`src/rtl/alu_seq.sv`:
```
// Sequencer for an external registered ALU: 8x8 register file, IDLE/ISSUE/WB FSM.
// Define ALU_SEQ_CARRY_CHAIN_EN to feed the stored carry flag back as carry-in.
module alu_seq #(
    parameter int NREG = 8
) (
    input  logic       clk,
    input  logic       rst_n,
    input  logic       cmd_valid,
    output logic       cmd_ready,
    input  logic [2:0] cmd_op,
    input  logic [2:0] cmd_ra,
    input  logic [2:0] cmd_rb,
    input  logic [2:0] cmd_rd,
    input  logic       cmd_cin,
    output logic [7:0] alu_a,
    output logic [7:0] alu_b,
    output logic [2:0] alu_op,
    output logic       alu_cin,
    input  logic [7:0] alu_y,
    input  logic       alu_cout,
    input  logic       alu_ovf,
    input  logic       alu_zero,
    input  logic       alu_neg,
    output logic [3:0] flags,
    output logic       done,
    input  logic [2:0] dbg_addr,
    output logic [7:0] dbg_data
);

    typedef enum logic [1:0] {
        IDLE,
        ISSUE,
        WB
    } state_t;

    state_t     state;
    logic [7:0] regs [NREG];
    logic [2:0] rd_q;
    logic       cin_sel;

`ifdef ALU_SEQ_CARRY_CHAIN_EN
    logic unused_cmd_cin;
    assign unused_cmd_cin = cmd_cin;
    assign cin_sel        = flags[3];
`else
    assign cin_sel = cmd_cin;
`endif

    assign cmd_ready = (state == IDLE);
    assign dbg_data  = regs[dbg_addr];

    // Operands are latched at acceptance so a same-register destination sees the old value;
    // the ALU result arrives one cycle later and is written back at the edge ending WB.
    always_ff @(posedge clk or negedge rst_n) begin
        if (!rst_n) begin
            state   <= IDLE;
            for (int i = 0; i < NREG; i++) begin
                regs[i] <= 8'h00;
            end
            flags   <= 4'b0000;
            done    <= 1'b0;
            alu_a   <= 8'h00;
            alu_b   <= 8'h00;
            alu_op  <= 3'b000;
            alu_cin <= 1'b0;
            rd_q    <= 3'b000;
        end else begin
            done <= 1'b0;
            case (state)
                IDLE: begin
                    if (cmd_valid) begin
                        state   <= ISSUE;
                        alu_a   <= regs[cmd_ra];
                        alu_b   <= regs[cmd_rb];
                        alu_op  <= cmd_op;
                        alu_cin <= cin_sel;
                        rd_q    <= cmd_rd;
                    end
                end
                ISSUE: begin
                    state <= WB;
                end
                WB: begin
                    regs[rd_q] <= alu_y;
                    flags      <= {alu_cout, alu_ovf, alu_zero, alu_neg};
                    done       <= 1'b1;
                    state      <= IDLE;
                end
                default: begin
                    state <= IDLE;
                end
            endcase
        end
    end

endmodule

```
`config.mk`:
```
export PLATFORM = sky130hd
export DESIGN_NAME = alu_seq
export DESIGN_NICKNAME = d
export VERILOG_FILES = /design/src/rtl/alu_seq.sv
export SDC_FILE = /design/constraint.sdc
export NUM_CORES = 1
export LEC_CHECK = 0
export BUFFER_PORTS_ARGS = -buffer_cell sky130_fd_sc_hd__buf_2
export CAP_MARGIN = 10
export CORE_MARGIN = 5
export CORE_UTILIZATION = 54
export DETAILED_ROUTE_END_ITERATION = 10
export PLACE_DENSITY = 0.75
export SETUP_SLACK_MARGIN = 0.2
export SYNTH_ARGS = -nofsm -noshare
export SYNTH_HDL_FRONTEND = slang
export SYNTH_SLANG_ARGS = --single-unit
```
`constraint.sdc`:
```
create_clock -name clk -period 2.44 [get_ports clk]
set_input_delay 0.244 -clock clk [delete_from_list [all_inputs] [get_ports clk]]
set_output_delay 0.244 -clock clk [all_outputs]
set_load 0.005 [all_outputs]
```
==> run_results.csv <==
group,metric,value,unit
grt,met2_usage,37.8,%
critical_path,reg2reg_slack,590,ps
yosys,ys_seq_area_share,45.5,%
yosys,yosysWarnings,0,
cells_and_area,finalNonFillerCells,569,
critical_path,worstPathRequired,2200,ps
critical_path,crit_path_end,"dbg_data[6]",
yosys,synth_edf_count,0,
detailed_routing,drt-initial-drc-count,160,
timing,fin_crit_sh,80.5,%
detailed_routing,drc,0,
place,hpwl,8450,um
grt,top_usage_layer,"met2",
power_and_ir_drop,power_frac_seq,47.7,%
timing,hold_ws,106,ps
clock_network,cts_max_level,3,
timing,rsz0062_at_grt,"no",
critical_path,critPathLaunch,"dbg_addr[0]",
power_and_ir_drop,p_int,4.14,mW
cells_and_area,num_antenna_cells,0,
cells_and_area,finalNetCount,466,
floorplanning,die_x,108,um
floorplanning,pin_count,65,
grt,antenna_found_initial,0,
place,gp_congestion,0.809,
cells_and_area,final_area,5830,sq um
critical_path,worstReg2RegEnd,"alu_b[2]",
timing,tns,0,ps
cells_and_area,fill_cells,711,
place,placed_cells,552,
clock_network,path_clk_slew,90,ps
detailed_routing,viasPerCell,6.11,
yosys,synth_area,5170,sq um
cells_and_area,drive_gt1_share,49.3,%
clock_network,tritoncts,"built",
timing,relSlewSlack,56.9,%
clock_network,clockBufferDepth,2,
clock_network,cts_buffers,9,
critical_path,reg2reg_depth,3,
power_and_ir_drop,sw_frac_of_total,32.4,%
floorplanning,die_h,108,um
cells_and_area,final_common_cell,"mux2_2",
yosys,ys_types,28,
grt,use_met1,29.7,%
cells_and_area,area_growth,12.7,%
yosys,synthFlopType,"dfrtp_1",
yosys,syn_avg_cell_area,13.9,sq um
grt,grt_pass1_wl,20000,um
clock_network,clock-root-buffer,"clkbuf_8",
timing,finalSetupViolCount,0,
place,placed_area,5620,sq um
floorplanning,core,9280,sq um
run_status,status,"finished clean",
floorplanning,start_util,55.7,%
power_and_ir_drop,clkPwrFrac,17.2,%
critical_path,critPathCaptureType,"primary output",
timing,tightest_slew,646,ps
power_and_ir_drop,comb_power_share,35.2,%
cells_and_area,final_cell_mix,"mux2_2 (114), dfrtp_1 (94), buf_2 (63), mux2i_1 (32), nand2_1 (19)",
power_and_ir_drop,ir_drop,0.000415,V
timing,final_hold_viol_count,0,
detailed_routing,totalWireLength,12700,um
job,maxCapViolCount,0,
timing,max_freq,509,MHz
yosys,synth_nets,403,
critical_path,crit_type,"in -> out",
yosys,syn_inst,372,
floorplanning,dieArea,11600,sq um
grt,overflow,0,
timing,layout_min_cycle_time,1960,ps
yosys,ys_ff_latch,94,
grt,use_met3,3.42,%
yosys,async_flop_share,100,%
floorplanning,rows,35,
place,place_ws,470,ps
critical_path,startpoint_type,"input pin",
cells_and_area,final_util,62.8,%
detailed_routing,firstDrtPassIters,4,
grt,grt_use_total,22.9,%
clock_network,cts_resized,0,
power_and_ir_drop,powerDensity,1050,nW/um^2
power_and_ir_drop,power,6.13,mW
critical_path,critPathMaxFanout,16,
detailed_routing,wl_per_cell,22.3,um
place,port_buffers,64,
power_and_ir_drop,switchingPower,1.98,mW
critical_path,r2r_start,"state[1]",
grt,grt_pass1_vias,3606,
worst_hold_path,hp-class,"in -> reg",
detailed_routing,vias,3479,
critical_path,worstPathArrival,1720,ps
timing,setup_ws,475,ps
detailed_routing,ant_nets,0,
timing,slew_viol_final,0,
grt,grt_max_degree,45,
clock_network,clk_latency,360,ps
timing,finClkSkew,6.27,ps
clock_network,cts_sinks,94,
power_and_ir_drop,leakage,2.70,nW
cell type report:
cell class	instances	area (sq um)	area share (%)
sequential	94	2350	40.4
clock buffer	11	141	2.43
timing repair buffer	78	455	7.81
clock inverter	5	58.8	1.01
tap	129	161	2.77
inverter	1	3.75	0.0644
multi-input combinational	251	2660	45.6
worst min path at each step:
stage                    from        to  slack [ps]  depth (start not counted)
floorplan               rst_n  alu_a[0]         -50                          0
global placement        rst_n  flags[3]         280                          1
detailed placement      rst_n   rd_q[2]         290                          1
CTS                 cmd_rd[1]   rd_q[1]          90                          2
global route         alu_zero  flags[1]         100                          2
finish              cmd_rd[1]   rd_q[1]         110                          2
kinds of logic after synthesis:
| kind of cell | count (synthesis) | synth area share [%] |
|---|---|---|
| buf+inv | 27 | 3.17 |
| simple gates | 40 | 5.03 |
| mux | 163 | 39.4 |
| flops | 94 | 45.5 |
| compound gates | 48 | 6.97 |
critical path, cell delays in order:
cell    delay [ps]
buf_2          430
mux4_1         630
mux2_2         280
buf_2          130
routing by layer:
layer  up-vias  share of wire [%]
li1       1551                  -
met2       107                 50
met3        26                4.5
met1      1795                 43
met4         0                2.4
met5         -                  0
power by group through the flow:
| stage | Clock, mW | Sequential, mW | Combinational [mW] |
|---|---|---|---|
| detailed placement | 0 | 2.94 | 2.16 |
| global route | 1.14 | 3.01 | 2.36 |
| CTS | 1.07 | 2.90 | 2.17 |
| global placement | 0 | 2.88 | 2.09 |
| finish | 1.05 | 2.92 | 2.15 |
| floorplan | 0 | 2.72 | 1.63 |
registers in the layout, summed over array words and instances, names as in the netlist:
name and cells:
done 1, regs 64, alu_a 8, rd_q 3
alu_op 3, flags 4, alu_cin 1, state 2
alu_b 8
repair_timing:
item | 4_1_cts | 5_1_grt
setup buffers | 0 | 0
endpoints found under the hold margin | 41 | 0
hold buffers | 1 | 0
synthesized netlist by cell type (2+ instances only):
master    count  area share (%)
mux2i_1      32             6.2
nor2b_1       4            0.48
buf_1         5            0.36
o31ai_1      16             2.3
buf_2        10            0.97
dfrtp_1      94              45
nor2_1        4            0.29
mux4_1       15             7.6
buf_4         5            0.73
o22ai_1      16             1.9
a22o_1       16             2.7
nand3b_2      2            0.44
nor3b_4       3             1.1
clkbuf_1      3            0.22
buf_6         2            0.44
nand2_1      19             1.4
nand2b_1      2            0.24
mux2_2      114              25
Power figures use the tool's default switching activity.
